$ cat src/rtl/stable_timer_unit.sv
// Stable counter plus programmable countdown timer.
// Serves the rdcntvl/rdcntvh/rdcntid reads and the TCFG/TVAL/TICLR accesses
// that sit beside the CSR file.
module stable_timer_unit #(
    parameter int          CNT_W      = 64,
    parameter int          TVAL_W     = 32,
    parameter logic [31:0] COUNTER_ID = 32'h0
) (
    input  logic              clk,
    input  logic              reset,
    input  logic              cnt_en,
    input  logic [1:0]        rd_sel,
    output logic [31:0]       rd_value,
    input  logic              tcfg_we,
    input  logic [TVAL_W-1:0] tcfg_wdata,
    input  logic              ticlr_we,
    input  logic              ticlr_wdata,
    output logic [TVAL_W-1:0] tcfg,
    output logic [TVAL_W-1:0] tval,
    output logic              timer_int
);

    logic [CNT_W-1:0]  counter;
    logic [TVAL_W-1:0] tcfg_q;
    logic [TVAL_W-1:0] tval_q;
    logic              timer_en;
    logic              timer_int_q;

    logic [TVAL_W-1:0] tcfg_d;
    logic [TVAL_W-1:0] tval_d;
    logic              timer_en_d;
    logic              timer_int_d;

    logic [TVAL_W-1:0] wr_reload;
    logic [TVAL_W-1:0] per_reload;
    logic              expire;
    logic [31:0]       cnt_hi;
    logic [31:0]       tval_ext;

    // InitVal counts in units of four cycles, so reloads append two zero bits.
    assign wr_reload  = {tcfg_wdata[TVAL_W-1:2], 2'b00};
    assign per_reload = {tcfg_q[TVAL_W-1:2], 2'b00};
    assign expire     = timer_en && (tval_q == '0);

    // Zero-extend the upper counter half; a full 64-bit counter needs no padding.
    generate
        if (CNT_W == 64) begin : g_hi_full
            assign cnt_hi = counter[63:32];
        end else begin : g_hi_pad
            assign cnt_hi = {{(64-CNT_W){1'b0}}, counter[CNT_W-1:32]};
        end
        if (TVAL_W == 32) begin : g_tval_full
            assign tval_ext = tval_q;
        end else begin : g_tval_pad
            assign tval_ext = {{(32-TVAL_W){1'b0}}, tval_q};
        end
    endgenerate

    // Free-running stable counter, wraps silently, independent of the timer.
    always_ff @(posedge clk) begin
        if (reset) begin
            counter <= '0;
        end else if (cnt_en) begin
            counter <= counter + CNT_W'(1);
        end
    end

    // Read mux works from current register state, so same-cycle writes are not visible.
    always_comb begin
        rd_value = 32'h0;
        case (rd_sel)
            2'b00:   rd_value = counter[31:0];
            2'b01:   rd_value = cnt_hi;
            2'b10:   rd_value = COUNTER_ID;
            default: rd_value = tval_ext;
        endcase
    end

    // Timer next state: a TCFG write overrides the countdown and swallows any
    // coincident expiry; an expiry set beats a same-cycle TICLR clear.
    always_comb begin
        tcfg_d      = tcfg_q;
        tval_d      = tval_q;
        timer_en_d  = timer_en;
        timer_int_d = timer_int_q;

        if (ticlr_we && ticlr_wdata) begin
            timer_int_d = 1'b0;
        end

        if (tcfg_we) begin
            tcfg_d     = tcfg_wdata;
            tval_d     = wr_reload;
            timer_en_d = tcfg_wdata[0];
        end else if (timer_en) begin
            if (tval_q != '0) begin
                tval_d = tval_q - TVAL_W'(1);
            end else begin
                timer_int_d = 1'b1;
                if (tcfg_q[1]) begin
                    tval_d = per_reload;
                end else begin
                    timer_en_d = 1'b0;
                end
            end
        end
    end

    // Timer state registers; reset beats every concurrent event.
    always_ff @(posedge clk) begin
        if (reset) begin
            tcfg_q      <= '0;
            tval_q      <= '0;
            timer_en    <= 1'b0;
            timer_int_q <= 1'b0;
        end else begin
            tcfg_q      <= tcfg_d;
            tval_q      <= tval_d;
            timer_en    <= timer_en_d;
            timer_int_q <= timer_int_d;
        end
    end

    assign tcfg      = tcfg_q;
    assign tval      = tval_q;
    assign timer_int = timer_int_q;

    // Not yet consumed anywhere but kept visible for debug probes.
    logic unused_expire;
    assign unused_expire = expire;

endmodule
$ cat config.mk
export PLATFORM = sky130hd
export DESIGN_NAME = stable_timer_unit
export DESIGN_NICKNAME = d
export VERILOG_FILES = /design/src/rtl/stable_timer_unit.sv
export SDC_FILE = /design/constraint.sdc
export NUM_CORES = 1
export LEC_CHECK = 0
export ABC_CLOCK_PERIOD_IN_PS = 2000
export BUFFER_PORTS_ARGS = -buffer_cell sky130_fd_sc_hd__buf_2
export CAP_MARGIN = 20
export CORE_ASPECT_RATIO = 1.5
export CORE_MARGIN = 5
export CORE_UTILIZATION = 40
export CTS_CLUSTER_DIAMETER = 150
export DETAILED_ROUTE_END_ITERATION = 8
export PLACE_DENSITY = 0.6
export SETUP_SLACK_MARGIN = 0.3
export SKIP_CTS_REPAIR_TIMING = 1
export SLEW_MARGIN = 30
export SYNTH_ARGS = -nofsm -noshare
export SYNTH_HDL_FRONTEND = slang
export SYNTH_SLANG_ARGS = --single-unit
$ cat constraint.sdc
create_clock -name clk -period 2 [get_ports clk]
set_input_delay 0.5 -clock clk [delete_from_list [all_inputs] [get_ports clk]]
set_output_delay 0.5 -clock clk [all_outputs]
set_load 0.05 [all_outputs]
### After elaboration in Yosys (flattened, before gate mapping)

Cells that the tools add are included.

| operators by class | value |
|---|---|
| eq/ne operators | 2 |
| reductions and logical operators | 9 |
| add/subtract/negate cells | 2 |
| mux-type cells | 13 |

Operators by type and width:

| operator | count |
|---|---|
| $mux 32 | 4 |
| $pmux 32 s3 | 1 |
| $add 64x1->64 const B | 1 |
| $reduce_bool 32->1 | 1 |
| $sub 32x1->32 const B | 1 |
| $mux 1 | 8 |
| $reduce_and 2->1 | 2 |
| $reduce_bool 2->1 | 2 |
| $reduce_bool 3->1 | 1 |
| $eq 2x1->1 const B | 1 |
| $eq 2x2->1 const B | 1 |
| $logic_not 2->1 | 1 |
| $reduce_or 2->1 | 1 |
| $logic_and 1x1->1 | 1 |

| word-level totals | value |
|---|---|
| bits in registers | 130 |
| output and inout port bits | 97 |
| word-level logic and storage cells | 32 |
| input port bits | 40 |

### Depth between registers and ports, before layout

| depth | value |
|---|---|
| depth after elaboration | 5 |
| mapped depth | 9 |
| gate-level depth less buffers | 8 |

### Worst setup path before layout

Ideal clock, no wire load.

| timing path | value |
|---|---|
| kind | input to output |
| from | input port rd_sel[0] |
| to | output port rd_value[0] |
| required time | 1500 ps |
| stages on the path | 4 |
| buffers on the path | 2 |
| arrival | 2412 ps |
| slack | -912 ps |
| cells stage by stage | clkbuf_1 > clkbuf_1 > mux2i_1 > o21ai_0 |

| between the ends | value |
|---|---|
| longest elaborated chain between the ends | 2 |
| elaborated cells between the ends (all ways) | 4 |
| those cells by class | eq/ne: 2; mux: 1; reduce/logical: 1 |

RTL lines:

| what | line | text |
|---|---|---|
| start, declared | 12 | `input logic [1:0] rd_sel,` |
| $eq 2x2->1 (tied with other cells) | 71 | `case (rd_sel)` |
| $pmux 32 s3 (*) | 71 |  |
| end, declared | 13 | `output logic [31:0] rd_value,` |

Every way passes the cells marked *; elsewhere a longest branch is shown, timed or not.

### Final worst setup path

| timing path | value |
|---|---|
| from | register tval_q[0] (netlist: tval[0]) |
| to | register tval_q[26] (netlist: tval[26]) |

| between the ends | value |
|---|---|
| longest elaborated chain between the ends | 4 |
| elaborated cells between the ends (all ways) | 7 |
| those cells by class | add/sub: 1; mux: 3; reduce/logical: 3 |

RTL lines:

| what | line | text |
|---|---|---|
| start, declared | 25 | `logic [TVAL_W-1:0] tval_q;` |
| start signal, assigned | 118 | `tval_q <= tval_d;` |
| $sub 32x1->32 / $reduce_bool 32->1 (equally long branches) | 97, 96 |  |
| $mux 32 | 96 | `if (tval_q != '0) begin` |
| $mux 32 | 95 | `end else if (timer_en) begin` |
| $mux 32 | 91 | `if (tcfg_we) begin` |

Parallel ways exist; a longest one is shown, timed or not. The select of a mux whose other input is x is not followed.
A chain may end at the register's enable or synchronous reset.

==> insert_results.sql <==
INSERT INTO impl_metrics (metric_group, metric, value, unit) VALUES
('global_route', 'global_route.overflow_total', '0', ''),
('logic_synthesis', 'post_synth_mux_area_share', '7.78', '%'),
('global_route', 'wire_length_of_the_first_global_routing_pass', '43100', 'um'),
('logic_synthesis', 'unique_masters_post_synth', '72', ''),
('outcome', 'violations', 'negative setup slack', ''),
('layout', 'layout-drive-gt1-share', '58.8', '%'),
('outcome', 'status', 'finished, violations left', ''),
('critical_path', 'critical_path.endpoint_type', 'flop', ''),
('timing', 'max_slew_margin', '59.3', '%'),
('logic_synthesis', 'synthXorXnorAreaFrac', '9.19', '%'),
('critical_path', 'timing.rr.start', 'tval[0]$_SDFFE_PP0P_', ''),
('logic_synthesis', 'post_synth_inst_count', '871', ''),
('layout', 'finish.net_count', '1239', ''),
('layout', 'final_cell_mix', 'buf_4, nor2_1, buf_6', ''),
('critical_path', 'r2r-end', 'tval[26]$_SDFFE_PP0P_', ''),
('timing', 'final.period_utilization', '106', '%'),
('timing', 'min_period', '2120', 'ps'),
('floorplan', 'core_area', '18000', 'sq um'),
('global_route', 'globalRouteTotalUtil', '26.3', '%'),
('pwr', 'power_density', '618', 'nW/um^2'),
('run', 'cap_viol_max_count', '0', ''),
('logic_synthesis', 'synth_compound_area_share', '13.9', '%'),
('place', 'port-buffer-count', '136', ''),
('critical_path', 'end_point_of_the_critical_path', 'tval[26]$_SDFFE_PP0P_', ''),
('clock_tree', 'clock_insertion_delay_worst_skew', '430', 'ps'),
('route', 'routed-via-count', '8366', ''),
('pwr', 'sw_share', '31.7', '%'),
('pwr', 'pwr-share-comb', '25.2', '%'),
('layout', 'finalNonFillerCells', '1426', ''),
('clock_tree', 'cts.reportedPaths.clkPinSlew', '60', 'ps'),
('pwr', 'clock_share_of_power', '41.0', '%'),
('route', 'drt_iter0_drc', '510', ''),
('clock_tree', 'tritoncts', 'yes', ''),
('place', 'dpl.hpwl', '21500', 'um'),
('timing', 'max_freq', '472', 'MHz'),
('timing', 'timing_hold_violations_final', '0', ''),
('global_route', 'antenna_found_initial', '0', ''),
('critical_path', 'critical-path-max-stage-delay', '550', 'ps'),
('route', 'drt-total-wl', '32700', 'um'),
('timing', 'setup_violations', '28', ''),
('clock_tree', 'clk_path_buf_depth', '2', ''),
('timing', 'grt_setup_unrepaired', 'true', ''),
('critical_path', 'worst-setup-path-type', 'flop to flop', ''),
('pwr', 'power', '8.18', 'mW'),
('logic_synthesis', 'synth-seq-area-share', '35.5', '%'),
('pwr', 'static_leak', '5.55', 'nW'),
('critical_path', 'critical_path_peak_fanout', '6', ''),
('logic_synthesis', 'yosysWarningCount', '0', ''),
('layout', 'syn_to_final_growth', '80.6', '%'),
('timing', 'setup_ws', '-117', 'ps'),
('clock_tree', 'cts_made_buffers', '17', ''),
('logic_synthesis', 'main_combinational_cell_family_by_area_after_synthesis', 'simple AND/OR/NAND/NOR gates', ''),
('critical_path', 'cp-startpoint', 'tval[0]$_SDFFE_PP0P_', ''),
('hold_path', 'worstHoldPathType', 'input pin to flop', ''),
('critical_path', 'critical-path-slowest-cell', 'or4b_4', ''),
('pwr', 'cell_internal_pwr', '5.59', 'mW'),
('critical_path', 'reg2reg_setup_slack', '-120', 'ps'),
('clock_tree', 'h-tree-depth', '4', ''),
('logic_synthesis', 'postSynth.asyncResetShare', '0', '%'),
('floorplan', 'initial_utilization', '40.7', '%'),
('clock_tree', 'clock-root-buffer', 'clkbuf_16', ''),
('timing', 'clock_skew', '6.25', 'ps'),
('logic_synthesis', 'synth_edf_count', '0', ''),
('floorplan', 'die_area', '21200', 'sq um'),
('logic_synthesis', 'synth_area_per_cell', '8.42', 'sq um'),
('route', 'ant_nets', '0', ''),
('critical_path', 'worst-endpoint-arrival', '2450', 'ps'),
('floorplan', 'row_count', '60', ''),
('critical_path', 'critPathLaunchType', 'flop', ''),
('pwr', 'power.share.sequential', '33.8', '%'),
('place', 'preCtsSetupSlack', '-128', 'ps');
## worst min path at each step
stage / slack [ps] / depth (start not counted) / startpoint / to
finish: 300 / 3 / tcfg_wdata[1] / tcfg[1]$_SDFFE_PP0P_
global route: 320 / 3 / tcfg_wdata[1] / tcfg[1]$_SDFFE_PP0P_
CTS: 290 / 3 / tcfg_wdata[1] / tcfg[1]$_SDFFE_PP0P_
detailed placement: 470 / 2 / tcfg[0]$_SDFFE_PP0P_ / tcfg[0]$_SDFFE_PP0P_
global placement: 460 / 2 / tcfg[0]$_SDFFE_PP0P_ / tcfg[0]$_SDFFE_PP0P_
floorplan: 480 / 2 / counter[63]$_SDFFE_PP0P_ / counter[63]$_SDFFE_PP0P_
## metrics by stage
| step | setup TNS (ps) | hold slack [ps] | instance area [sq um] | util, % |
|---|---|---|---|---|
| after floorplan | -576 | 479 | 8320 | - |
| after global placement | -2430 | 456 | 10100 | 55.9 |
| after detailed placement | -2790 | 470 | 10100 | 55.9 |
| after CTS | -3430 | 293 | 10700 | 59.4 |
| after global routing | -5250 | 316 | 13300 | 73.5 |
| final | -1210 | 300 | 13300 | 73.5 |
## sequential cells by signal, summed over array words and instances, names as in the netlist
name	flops
tval	32
timer_en	1
tcfg	32
counter	64
timer_int	1
## synth_stat cells, drive strengths merged, types with 2 or more instances
cell | number | area (sq um)
a211o | 5 | 43.8
a211oi | 5 | 37.5
a21oi | 30 | 150
a22oi | 16 | 155
a311oi | 5 | 56.3
a31oi | 12 | 75.1
and2 | 6 | 41.3
and3 | 14 | 87.6
and4 | 11 | 96.3
buf | 28 | 211
clkbuf | 30 | 134
dfxtp | 130 | 2600
ha | 3 | 37.5
inv | 10 | 37.5
mux2i | 57 | 571
nand2 | 79 | 304
nand3 | 42 | 220
nand4 | 28 | 203
nand4b | 2 | 17.5
nor2 | 130 | 488
nor3 | 31 | 219
nor3b | 2 | 26.3
nor4 | 20 | 204
o211ai | 2 | 15.0
o21ai | 49 | 249
o22ai | 8 | 50.1
o32ai | 7 | 61.3
o41ai | 2 | 36.3
or3 | 11 | 75.1
or4 | 3 | 22.5
xnor2 | 23 | 201
xor2 | 54 | 473
## cell families after synthesis
group           count (synthesis)
fa+ha+maj                       3
compound gates                151
simple gates                  383
xor+xnor                       77
flops                         130
mux                            57
buf+inv                        70
## worst max-delay path, delay by kind of cell, from the launching register on
kind | cells | cell delay [ps]
buffers and inverters | 2 | 150
xor gates and xnor gates | 1 | 150
AOI/OAI and AO/OA | 2 | 190
adders and majority gates | 1 | 120
DFF | 1 | 350
and+or+nand+nor | 3 | 1050
## power by group through the flow
stage	clock network, mW	logic (mW)	registers, mW
floorplan	0	0.822	3.13
global placement	0	1.65	2.82
detailed placement	0	1.66	2.82
CTS	3.39	1.66	2.77
global route	3.50	2.16	2.77
finish	3.36	2.06	2.76
## layer usage
layer / track usage [%] / wire (um) / vias up
met5: 0 / 0 / -
met4: 14.6 / 2550 / 0
met3: 4.83 / 1790 / 138
met2: 48.9 / 17500 / 394
met1: 27.3 / 10900 / 4044
li1: - / - / 3790
## layout make-up
type	instances	area [sq um]
clock buffer	21	482
clock inverter	11	150
fill	1229	4770
multi-input combinational	671	6040
tap	217	272
timing repair buffer	365	3500
sequential	130	2770
inverter	11	46.3
No activity file was read; power rests on OpenSTA's default activity.
